$ cat src/rtl/ula_mc.sv
// ula_mc: registered ALU with a post-ALU shifter and a valid/ready handshake.
// Each accepted operation is held in the output register until the consumer
// takes it. The optional iterative unsigned multiply (select[7:6] = 11) is
// built only when the macro ULA_MC_MUL_EN is defined. Without the macro that
// select code returns a zero result with Z set.
module ula_mc #(
  parameter int WIDTH = 32
) (
  input  logic             clk,
  input  logic             reset,
  input  logic             in_valid,
  output logic             in_ready,
  input  logic [WIDTH-1:0] A,
  input  logic [WIDTH-1:0] B,
  input  logic [7:0]       select,
  output logic             out_valid,
  input  logic             out_ready,
  output logic [WIDTH-1:0] out,
  output logic             N,
  output logic             Z,
  output logic             C,
  output logic             busy
);

  // Control word fields
  logic       sll8, sra1, ena, enb, inva, inc;
  logic [1:0] f_sel;

  assign sll8  = select[7];
  assign sra1  = select[6];
  assign f_sel = select[5:4];
  assign ena   = select[3];
  assign enb   = select[2];
  assign inva  = select[1];
  assign inc   = select[0];

`ifdef ULA_MC_MUL_EN
  typedef enum logic [1:0] {S_IDLE = 2'd0, S_HOLD = 2'd1, S_MUL = 2'd2} state_t;
  localparam int CNT_W = $clog2(WIDTH);
  localparam logic [CNT_W-1:0] CNT_LAST = CNT_W'(WIDTH - 1);
`else
  typedef enum logic [1:0] {S_IDLE = 2'd0, S_HOLD = 2'd1} state_t;
`endif

  state_t           state_q, state_d;
  logic [WIDTH-1:0] out_q, out_d;
  logic             n_q, n_d, z_q, z_d, c_q, c_d;
  logic             out_valid_q, out_valid_d;
  logic             busy_q, busy_d;

`ifdef ULA_MC_MUL_EN
  logic [WIDTH-1:0] mcand_q, mcand_d;
  logic [WIDTH-1:0] mplier_q, mplier_d;
  logic [WIDTH-1:0] acc_q, acc_d;
  logic [CNT_W-1:0] cnt_q, cnt_d;
`endif

  // Combinational ALU and shifter for a single-cycle operation
  logic [WIDTH-1:0] op_a, op_b, alu_res, shift_res;
  logic [WIDTH:0]   sum_ext;
  logic             alu_n, alu_z, alu_c;

  // Gate operands, evaluate the ALU, then shift; flags come from the
  // pre-shift ALU value.
  always_comb begin
    op_a    = (ena ? A : '0) ^ {WIDTH{inva}};
    op_b    = enb ? B : '0;
    sum_ext = {1'b0, op_a} + {1'b0, op_b} + (WIDTH + 1)'(inc);
    alu_c   = 1'b0;
    case (f_sel)
      2'b00:   alu_res = op_a & op_b;
      2'b01:   alu_res = op_a | op_b;
      2'b10:   alu_res = ~op_b;
      default: begin
        alu_res = sum_ext[WIDTH-1:0];
        alu_c   = sum_ext[WIDTH];
      end
    endcase
    alu_n = alu_res[WIDTH-1];
    alu_z = (alu_res == '0);
    case ({sll8, sra1})
      2'b10:   shift_res = {alu_res[WIDTH-9:0], 8'h00};
      2'b01:   shift_res = {alu_res[WIDTH-1], alu_res[WIDTH-1:1]};
      2'b00:   shift_res = alu_res;
      default: begin
        // Multiply code: a zero result when the multiplier is not built;
        // when it is, this path is never loaded.
        shift_res = '0;
        alu_n     = 1'b0;
        alu_z     = 1'b1;
        alu_c     = 1'b0;
      end
    endcase
  end

  // Handshake: accept when idle, or when the held result retires this cycle
  assign in_ready = (state_q == S_IDLE) || ((state_q == S_HOLD) && out_ready);

`ifdef ULA_MC_MUL_EN
  logic [WIDTH-1:0] acc_step;
  assign acc_step = acc_q + (mplier_q[0] ? mcand_q : '0);
`endif

  // Next-state logic: retire, iterate the multiply, or load a new operation
  always_comb begin
    state_d     = state_q;
    out_d       = out_q;
    n_d         = n_q;
    z_d         = z_q;
    c_d         = c_q;
    out_valid_d = out_valid_q;
    busy_d      = busy_q;
`ifdef ULA_MC_MUL_EN
    mcand_d     = mcand_q;
    mplier_d    = mplier_q;
    acc_d       = acc_q;
    cnt_d       = cnt_q;
`endif

    case (state_q)
      S_HOLD: begin
        if (out_ready) begin
          state_d     = S_IDLE;
          out_valid_d = 1'b0;
        end
      end
`ifdef ULA_MC_MUL_EN
      S_MUL: begin
        acc_d    = acc_step;
        mcand_d  = {mcand_q[WIDTH-2:0], 1'b0};
        mplier_d = {1'b0, mplier_q[WIDTH-1:1]};
        cnt_d    = cnt_q + CNT_W'(1);
        if (cnt_q == CNT_LAST) begin
          state_d     = S_HOLD;
          out_d       = acc_step;
          n_d         = acc_step[WIDTH-1];
          z_d         = (acc_step == '0);
          c_d         = 1'b0;
          out_valid_d = 1'b1;
          busy_d      = 1'b0;
        end
      end
`endif
      default: ;
    endcase

    if (in_valid && in_ready) begin
`ifdef ULA_MC_MUL_EN
      if (sll8 && sra1) begin
        state_d     = S_MUL;
        busy_d      = 1'b1;
        out_valid_d = 1'b0;
        mcand_d     = A;
        mplier_d    = B;
        acc_d       = '0;
        cnt_d       = '0;
      end else begin
        state_d     = S_HOLD;
        out_valid_d = 1'b1;
        out_d       = shift_res;
        n_d         = alu_n;
        z_d         = alu_z;
        c_d         = alu_c;
      end
`else
      state_d     = S_HOLD;
      out_valid_d = 1'b1;
      out_d       = shift_res;
      n_d         = alu_n;
      z_d         = alu_z;
      c_d         = alu_c;
`endif
    end
  end

  // State and output registers with synchronous reset
  always_ff @(posedge clk) begin
    if (reset) begin
      state_q     <= S_IDLE;
      out_q       <= '0;
      n_q         <= 1'b0;
      z_q         <= 1'b1;
      c_q         <= 1'b0;
      out_valid_q <= 1'b0;
      busy_q      <= 1'b0;
`ifdef ULA_MC_MUL_EN
      mcand_q     <= '0;
      mplier_q    <= '0;
      acc_q       <= '0;
      cnt_q       <= '0;
`endif
    end else begin
      state_q     <= state_d;
      out_q       <= out_d;
      n_q         <= n_d;
      z_q         <= z_d;
      c_q         <= c_d;
      out_valid_q <= out_valid_d;
      busy_q      <= busy_d;
`ifdef ULA_MC_MUL_EN
      mcand_q     <= mcand_d;
      mplier_q    <= mplier_d;
      acc_q       <= acc_d;
      cnt_q       <= cnt_d;
`endif
    end
  end

  assign out       = out_q;
  assign N         = n_q;
  assign Z         = z_q;
  assign C         = c_q;
  assign out_valid = out_valid_q;
  assign busy      = busy_q;

endmodule

$ cat config.mk
export PLATFORM = sky130hd
export DESIGN_NAME = ula_mc
export DESIGN_NICKNAME = d
export VERILOG_FILES = /design/src/rtl/ula_mc.sv
export SDC_FILE = /design/constraint.sdc
export NUM_CORES = 1
export LEC_CHECK = 0
export CAP_MARGIN = 10
export CORE_ASPECT_RATIO = 0.7
export CORE_UTILIZATION = 49
export CTS_CLUSTER_DIAMETER = 80
export CTS_CLUSTER_SIZE = 40
export DETAILED_ROUTE_END_ITERATION = 8
export PLACE_DENSITY = 0.79
export SLEW_MARGIN = 5
export SYNTH_ARGS = -nofsm -noshare
export SYNTH_HDL_FRONTEND = slang
export SYNTH_SLANG_ARGS = --single-unit
$ cat constraint.sdc
create_clock -name clk -period 4.1 [get_ports clk]
set_input_delay 0.41 -clock clk [delete_from_list [all_inputs] [get_ports clk]]
set_output_delay 0.41 -clock clk [all_outputs]
set_load 0.03 [all_outputs]
==> flow_summary.json <==
{
  "cts_tree": "yes",
  "seq_area_frac_synth_pct": 11.86,
  "fin_crit_ps": 4063,
  "synth_common_cells": "120 x nand2_1, 89 x nor2_1, 85 x inv_1",
  "status": "finished, final reports clean",
  "clock_sinks": 36,
  "synth-main-ff-cell": "dfxtp_1",
  "yosysWarnings": 0,
  "grt_pass1_vias": 7390,
  "clk_latency_ps": 280,
  "routedWlPerCell_um": 19.29,
  "postCtsHoldBufs": 0,
  "numCtsBuffers": 5,
  "drive_above_1_share_pct": 24.60,
  "grt_max_degree": 37,
  "ir_drop_v": 0.0001594,
  "root_buffer": "clkbuf_16",
  "drcViolationCount": 0,
  "fmax_ghz": 0.2461,
  "cap_violations": 0,
  "numPortBuffers": 112,
  "core_um2": 11890,
  "synth_top_area_share_pct": 13.39,
  "power_leakage_nw": 4.376,
  "cp-start-kind": "input port",
  "syn_area_um2": 6076,
  "worstRegToRegCells": 10,
  "syn_avg_cell_area_um2": 6.721,
  "design.die.area_um2": 12860,
  "fillers": 918,
  "core.rowCount": 33,
  "via_count": 8038,
  "dpl.hpwl_mm": 20.16,
  "crit_start": "select[3]",
  "setup_viol": 0,
  "cts_buffer_depth": 2,
  "hold_viol_final": 0,
  "power.density_nw_per_um2": 252.1,
  "wl_mm": 25.79,
  "synthesis.nets": 1047,
  "die_y_um": 95.17,
  "max_slew_margin_pct": 37.22,
  "grt-ovfl-total": 0,
  "ys_types": 71,
  "ios": 114,
  "fin_skew_ps": 8.792,
  "r2r_slack_ps": 1610,
  "start_util_pct": 51.09,
  "arrival_ps": 4280,
  "utilization_pct": 77.55,
  "antenna_found_initial": 1,
  "dp_slack_ps": -620.8,
  "final.setup.worst_slack_ps": 36.71,
  "htree_levels": 2,
  "holdCritPathClass": "register to register",
  "r2r-end": "Z",
  "critPathMaxFanout": 4,
  "synth_cells": 904,
  "cts.clk_slew.worst_paths_ps": 60,
  "grt_pass1_wl_mm": 39.21,
  "r2r_start": "state_q[0]",
  "nets": 1321,
  "synthTopCellsByArea": "ha_1 13%, dfxtp_1 12%, nand2_1 7.4%",
  "firstDrtPassIters": 6,
  "end_kind": "register",
  "place.gp.congestion": 1.063,
  "yosysMostFrequentCell": "nand2_1",
  "cp_data_required_time_ps": 4310,
  "die_w_um": 135.1,
  "synthArstFlopShare_pct": 0,
  "setup.worst_path.end": "Z",
  "worst_slew_pin_slew_ps": 940.7,
  "slew_viol_final": 0,
  "synth_edf_count": 0,
  "area_growth_pct": 51.77,
  "critical_path_class": "input port to register",
  "ant_nets": 0,
  "dr.first_iter.drc_count": 928,
  "synth-seq-cells": 36,
  "post-synth-top-area-cell": "ha_1",
  "via_per_inst": 6.012,
  "post-route-period-util_pct": 99.10,
  "track_usage_pct": 39.81
}
-- registers in the layout, indices dropped and copies added (netlist names) --
register,count
out,32
C,1
N,1
Z,1
state_q,1
-- per-layer routing --
layer	track usage (%)	vias up	share of wire, %
li1	-	3709	-
met1	54.72	3717	43
met2	59.19	535	40
met3	14.19	77	14
met4	8.240	0	2.2
met5	0	-	0
-- stage by stage --
stage	cells	power, mW	TNS (ps)	instance area, um2	hold WS [ps]
detailed placement	1310	1.799	-7957	8652	445.0
CTS	1323	2.212	0	8952	452.9
global placement	1310	1.774	-5352	8652	438.4
floorplan	904	1.157	0	6100	539.5
global route	1336	2.446	-81.23	9219	483.9
finish	1337	2.324	0	9221	453.1
-- how the worst min path moves through the flow --
| stage | end | from | cells past startpoint |
|---|---|---|---|
| 6_report | out[0] | out[0] | 2 |
| 5_1_grt | out[0] | out[0] | 2 |
| 4_1_cts | out[0] | out[0] | 2 |
| 3_5_place_dp | out[0] | out[0] | 2 |
| 3_3_place_gp | out[0] | out[0] | 2 |
| 2_1_floorplan | state_q[0] | in_valid | 2 |
-- layout by cell type (no fill, tap or decap), drive strengths merged, types with 12 or more instances in the layout --
cell type,count
a211oi,28
a21oi,77
and2,13
buf,219
clkdlybuf4s50,101
dfxtp,36
ha,65
inv,85
nand2,120
nor2,89
nor3,19
o21ai,62
xnor2,46
xor2,12
-- cells by family after synthesis --
logic type / Yosys count / synth area share, %
flops: 36 / 11.86
compound gates: 273 / 29.61
simple gates: 304 / 22.88
mux: 17 / 3.686
other cells: 1 / 0.06172
fa+ha+maj: 67 / 14.04
buf+inv: 148 / 9.494
xor+xnor: 58 / 8.361
-- worst max-delay path: stages --
cell and delay, ps:
clkbuf_2 80, buf_6 130, nand2_4 70, xnor2_4 150
inv_2 70, fa_2 360, nand3b_1 220, buf_4 180
a2111oi_4 350, buf_4 190, nor3b_4 40, a2111o_1 440
a21boi_2 210, a41oi_2 140, xnor2_1 160, a2111o_1 410
or4_1 520, o21ai_1 120
-- cell type report --
| type | instances | area (um2) | area share [%] |
|---|---|---|---|
| inverters | 85 | 319.1 | 3.460 |
| repair buffers | 330 | 2796 | 30.33 |
| clock inverters | 3 | 18.77 | 0.2035 |
| clock buffers | 5 | 125.1 | 1.357 |
| multi-input cells | 720 | 5042 | 54.68 |
| well taps | 157 | 196.4 | 2.130 |
| flip-flops and latches | 36 | 720.7 | 7.815 |
| diodes | 1 | 2.502 | 0.02714 |
-- repair_timing --
action,CTS,global route
resized for setup,25,41
setup buffers,4,13
setup endpoints to repair,14,11
gates cloned,1,0
pin swaps,19,26
-- report_power, final --
| group | switching [mW] | total (mW) | leakage, nW | internal (mW) |
|---|---|---|---|---|
| logic | 0.832 | 1.56 | 4.01 | 0.724 |
| clock network | 0.152 | 0.376 | 0.0736 | 0.224 |
| registers | 0.0154 | 0.393 | 0.297 | 0.377 |
| total | 0.999 | 2.32 | 4.38 | 1.33 |
Note: power is estimated with default switching activity, not from simulation.
